<file path="src/rtl/id_ex_stage.sv">
// ID/EX pipeline register with load-use hazard detection, branch squash and
// memory-stall hold, plus saturating stall/flush performance counters.
module id_ex_stage #(
   parameter logic [31:0] NOP_INST = 32'h0000_0000,
   parameter int          CTRL_W   = 16
) (
   input  logic              clk,
   input  logic              rst,
   input  logic [31:0]       id_pc_4,
   input  logic [31:0]       id_inst,
   input  logic [31:0]       id_rs_data,
   input  logic [31:0]       id_rt_data,
   input  logic [31:0]       id_imm,
   input  logic [CTRL_W-1:0] id_ctrl,
   input  logic [4:0]        id_rs,
   input  logic [4:0]        id_rt,
   input  logic [4:0]        id_rd,
   input  logic              id_uses_rs,
   input  logic              id_uses_rt,
   input  logic              mem_stall,
   input  logic              branch_taken,
   output logic [31:0]       ex_pc_4,
   output logic [31:0]       ex_inst,
   output logic [31:0]       ex_rs_data,
   output logic [31:0]       ex_rt_data,
   output logic [31:0]       ex_imm,
   output logic [CTRL_W-1:0] ex_ctrl,
   output logic [4:0]        ex_rt,
   output logic [4:0]        ex_rd,
   output logic              ex_valid,
   output logic              pc_write,
   output logic              if_id_write,
   output logic              if_id_flush,
   output logic [15:0]       stall_cnt,
   output logic [15:0]       flush_cnt
);

   typedef enum logic [1:0] {
      ACT_LOAD,
      ACT_HOLD,
      ACT_FLUSH,
      ACT_BUBBLE
   } action_t;

   action_t action;
   logic    load_use;
   logic    rs_match;
   logic    rt_match;

   // Hazard detection looks only at registered EX state, never at id_* -> ex_* paths.
   always_comb begin
      rs_match = id_uses_rs && (id_rs == ex_rt);
      rt_match = id_uses_rt && (id_rt == ex_rt);
      load_use = ex_valid && ex_ctrl[0] && (ex_rt != 5'd0) && (rs_match || rt_match);
   end

   always_comb begin
      action = ACT_LOAD;
      if (mem_stall)
         action = ACT_HOLD;
      else if (branch_taken)
         action = ACT_FLUSH;
      else if (load_use)
         action = ACT_BUBBLE;
   end

   // Reset forces the front end to run freely regardless of stall inputs.
   always_comb begin
      pc_write    = 1'b1;
      if_id_write = 1'b1;
      if_id_flush = 1'b0;
      if (!rst) begin
         pc_write    = !(mem_stall || (load_use && !branch_taken));
         if_id_write = pc_write;
         if_id_flush = branch_taken && !mem_stall;
      end
   end

   always_ff @(posedge clk or posedge rst) begin
      if (rst) begin
         ex_pc_4    <= '0;
         ex_inst    <= NOP_INST;
         ex_rs_data <= '0;
         ex_rt_data <= '0;
         ex_imm     <= '0;
         ex_ctrl    <= '0;
         ex_rt      <= '0;
         ex_rd      <= '0;
         ex_valid   <= 1'b0;
      end else begin
         case (action)
            ACT_HOLD: ;
            ACT_FLUSH, ACT_BUBBLE: begin
               ex_pc_4    <= '0;
               ex_inst    <= NOP_INST;
               ex_rs_data <= '0;
               ex_rt_data <= '0;
               ex_imm     <= '0;
               ex_ctrl    <= '0;
               ex_rt      <= '0;
               ex_rd      <= '0;
               ex_valid   <= 1'b0;
            end
            default: begin
               ex_pc_4    <= id_pc_4;
               ex_inst    <= id_inst;
               ex_rs_data <= id_rs_data;
               ex_rt_data <= id_rt_data;
               ex_imm     <= id_imm;
               ex_ctrl    <= id_ctrl;
               ex_rt      <= id_rt;
               ex_rd      <= id_rd;
               ex_valid   <= 1'b1;
            end
         endcase
      end
   end

   always_ff @(posedge clk or posedge rst) begin
      if (rst) begin
         stall_cnt <= '0;
         flush_cnt <= '0;
      end else begin
         if (action == ACT_BUBBLE && stall_cnt != 16'hFFFF)
            stall_cnt <= stall_cnt + 16'd1;
         if (action == ACT_FLUSH && flush_cnt != 16'hFFFF)
            flush_cnt <= flush_cnt + 16'd1;
      end
   end

endmodule

</file>
<file path="config.mk">
export PLATFORM = sky130hd
export DESIGN_NAME = id_ex_stage
export DESIGN_NICKNAME = d
export VERILOG_FILES = /design/src/rtl/id_ex_stage.sv
export SDC_FILE = /design/constraint.sdc
export NUM_CORES = 1
export LEC_CHECK = 0
export BUFFER_PORTS_ARGS = -buffer_cell sky130_fd_sc_hd__buf_2
export CORE_MARGIN = 2
export CORE_UTILIZATION = 35
export CTS_BUF_LIST = sky130_fd_sc_hd__clkbuf_4
export CTS_CLUSTER_SIZE = 20
export DETAILED_ROUTE_END_ITERATION = 16
export PLACE_DENSITY = 0.61
export SYNTH_ARGS = -nofsm -noshare
export SYNTH_HDL_FRONTEND = slang
export SYNTH_SLANG_ARGS = --single-unit
export TNS_END_PERCENT = 50
</file>
<file path="constraint.sdc">
create_clock -name clk -period 14 [get_ports clk]
set_input_delay 2.8 -clock clk [delete_from_list [all_inputs] [get_ports clk]]
set_output_delay 2.8 -clock clk [all_outputs]
set_load 0.01 [all_outputs]
</file>
==> flow_metrics.env <==
export IMPL_power_leakage_nw=6.02
export IMPL_cts_hold_buf=0
export IMPL_dieArea_mm2=0.0260
export IMPL_die_w_um=161
export IMPL_cts_resized_gates=0
export IMPL_core_area_mm2=0.0243
export IMPL_hold_path_class="flip-flop to flip-flop"
export IMPL_worst_slack_ns=6.61
export IMPL_yosysWarningCount=0
export IMPL_routed_wl_um=26500
export IMPL_irDropWorstVdd_mv=0.0805
export IMPL_synth_top_area_share_pct=63.2
export IMPL_synthCells=612
export IMPL_cp_start_kind="input port"
export IMPL_start_util_pct=35.6
export IMPL_syn_nets=811
export IMPL_cts_inserted_buffers=59
export IMPL_power_switching_mw=0.402
export IMPL_seqPwrFrac_pct=47.9
export IMPL_io_buffer_count=418
export IMPL_synth_largest_area_cell="dfrtp_1"
export IMPL_viasPerCell=5.32
export IMPL_clockRootBuffer="clkbuf_4"
export IMPL_clk_pin_slew_worst_paths_ns=0.06
export IMPL_ys_seq_elements=219
export IMPL_end_kind="output pin"
export IMPL_layout_nets=1231
export IMPL_crit_type="input port to output pin"
export IMPL_critPathLaunch="id_rt[0]"
export IMPL_power_density_mw_per_mm2=128
export IMPL_cell_internal_pwr_mw=1.09
export IMPL_cp_max_fo=112
export IMPL_relSlewSlack_pct=29.3
export IMPL_antenna_found_initial=4
export IMPL_final_layout_size_suffix_gt1_share_pct=49.7
export IMPL_gp_congestion=0.883
export IMPL_grt_max_degree=113
export IMPL_p_clk_share_pct=38.2
export IMPL_finalHoldViolCount=0
export IMPL_via_count=7472
export IMPL_outcome="completed"
export IMPL_die_h_um=161
export IMPL_sw_frac_of_total_pct=26.9
export IMPL_num_rows=57
export IMPL_clkLatencyLatePin_ns=0.67
export IMPL_overflow=0
export IMPL_synth_main_ff_cell="dfrtp_1"
export IMPL_pre_cts_ws_ns=6.54
export IMPL_worstHoldStart="ex_ctrl[15]$_DFFE_PP0P_"
export IMPL_cts_tree="yes"
export IMPL_synth_common_cells="dfrtp_1, a32o_1, clkbuf_1, xnor2_1, nand3_1"
export IMPL_synthArstFlopShare_pct=100
export IMPL_setup_viol_count_final=0
export IMPL_first_global_vias=7476
export IMPL_drtIter0Drc=501
export IMPL_placed_cells=1295
export IMPL_first_pass_iters=5
export IMPL_grt_setup_unrepaired="no"
export IMPL_arrival_ns=4.59
export IMPL_finalCriticalPeriod_ns=7.39
export IMPL_h_tree_depth=2
export IMPL_reg2reg_from="ex_rt[3]$_DFFE_PP0P_"
export IMPL_synth_area_leaders="dfrtp_1, a32o_1, xnor2_1, clkbuf_1, buf_6"
export IMPL_area_growth_pct=34.6
export IMPL_grt_pass1_wl_um=41000
export IMPL_fin_hold_ws_ns=0.482
export IMPL_drc_errors=0
export IMPL_finalNonFillerCells=1405
export IMPL_synthMostInstantiatedCell="dfrtp_1"
export IMPL_wl_per_cell_um=18.9
export IMPL_antenna_left=0
export IMPL_finalCritPeriodShare_pct=52.8
export IMPL_cts_sinks=219
export IMPL_yosysSeqAreaShare_pct=63.2
export IMPL_p_comb_share_pct=13.9
export IMPL_synth_cell_types=36
export IMPL_netlist_area_mm2=0.00867
export IMPL_grtUsageTotal_pct=19.7
export IMPL_cap_violations=0
export IMPL_utilization_pct=48.0
export IMPL_final_setup_tns_ns=0
export IMPL_clock_path_buffers=3
export IMPL_pin_count=419
export IMPL_fmax_mhz=135
export IMPL_worstPathRequired_ns=11.20
export IMPL_cts_setup_buffers=0
export IMPL_worstMarginPinSlew_ns=1.06
export IMPL_skew_ns=0.0476
export IMPL_synth_edf_count=0
export IMPL_place_hpwl_um=17600
export IMPL_finalMaxSlewViolations=0
export IMPL_avgSynthCellArea_um2=14.2
## kinds of logic after synthesis
kind of cell,Yosys count,synth area share [%]
AOI/OAI and AO/OA,199,22.9
xor gates and xnor gates,37,3.74
adders and majority gates,2,0.289
buffers and inverters,67,4.16
DFF,219,63.2
muxes,2,0.260
and+or+nand+nor,86,5.48
## final timing paths
| kind | end | depth (start not counted) | slack (ns) |
|---|---|---|---|
| max | if_id_write | 7 | 6.61 |
| min reg2reg | ex_ctrl[15]$_DFFE_PP0P_ | 1 | 0.48 |
| min in group asynchronous | ex_valid$_DFFE_PP0P_ | 2 | 2.28 |
| max in group asynchronous | ex_imm[16]$_DFFE_PP0P_ | 3 | 10.38 |
| max reg2reg | ex_imm[11]$_DFFE_PP0P_ | 5 | 10.82 |
| min | ex_ctrl[15]$_DFFE_PP0P_ | 1 | 0.48 |
## metal layers
metal / part of all wire (%) / global-route usage (%) / wire length, um
met3: 8.7 / 7.11 / 2300
met2: 48 / 30.8 / 12900
met1: 40 / 25.1 / 10700
met5: 0.16 / 1.14 / 43
met4: 2.2 / 7.47 / 595
## worst max-delay path: stages
cell and delay (ns):
buf_2 0.11, xnor2_1 0.13, nand4_1 0.19, o22ai_4 0.42
nand2_8 0.44, a21o_1 0.34, buf_2 0.14
## state kept, by name, summed over array words and instances, names as in the netlist
name / flops
ex_ctrl: 16
ex_imm: 32
ex_inst: 32
ex_pc_4: 32
ex_rd: 5
ex_rs_data: 32
ex_rt: 5
ex_rt_data: 32
ex_valid: 1
flush_cnt: 16
stall_cnt: 16
## power groups by stage
| stage | Clock (mW) | Combinational (mW) | Sequential [mW] |
|---|---|---|---|
| after floorplan | 0 | 0.0806 | 0.749 |
| after global placement | 0 | 0.210 | 0.725 |
| after detailed placement | 0 | 0.211 | 0.727 |
| after CTS | 0.596 | 0.212 | 0.716 |
| after global routing | 0.636 | 0.227 | 0.722 |
| final | 0.571 | 0.208 | 0.716 |
## metrics by stage
step                total power [mW]  area [um2]
finish                          1.50       11700
global placement               0.935       10900
CTS                             1.52       11700
floorplan                      0.830        8670
global route                    1.58       11700
detailed placement             0.938       10900
## layout make-up
| class | instances | area (um2) |
|---|---|---|
| fill | 2311 | 12600 |
| timing repair buffer | 424 | 2140 |
| clock buffer | 98 | 736 |
| sequential | 219 | 5480 |
| clock inverter | 8 | 37.5 |
| inverter | 2 | 15.0 |
| antenna | 4 | 10.0 |
| tap | 324 | 405 |
| multi-input combinational | 326 | 2850 |
## cells in the final DEF, fill, tap and decap left out, types with 7 or more instances in the layout
cell	instances
buf_2	417
a32o_1	181
nand4_1	13
dfrtp_1	219
xnor2_1	24
nand3_1	17
nor2_1	12
clkbuf_4	98
nand2_1	12
and3_1	7
xor2_1	13
(Power assumes the default switching activity.)
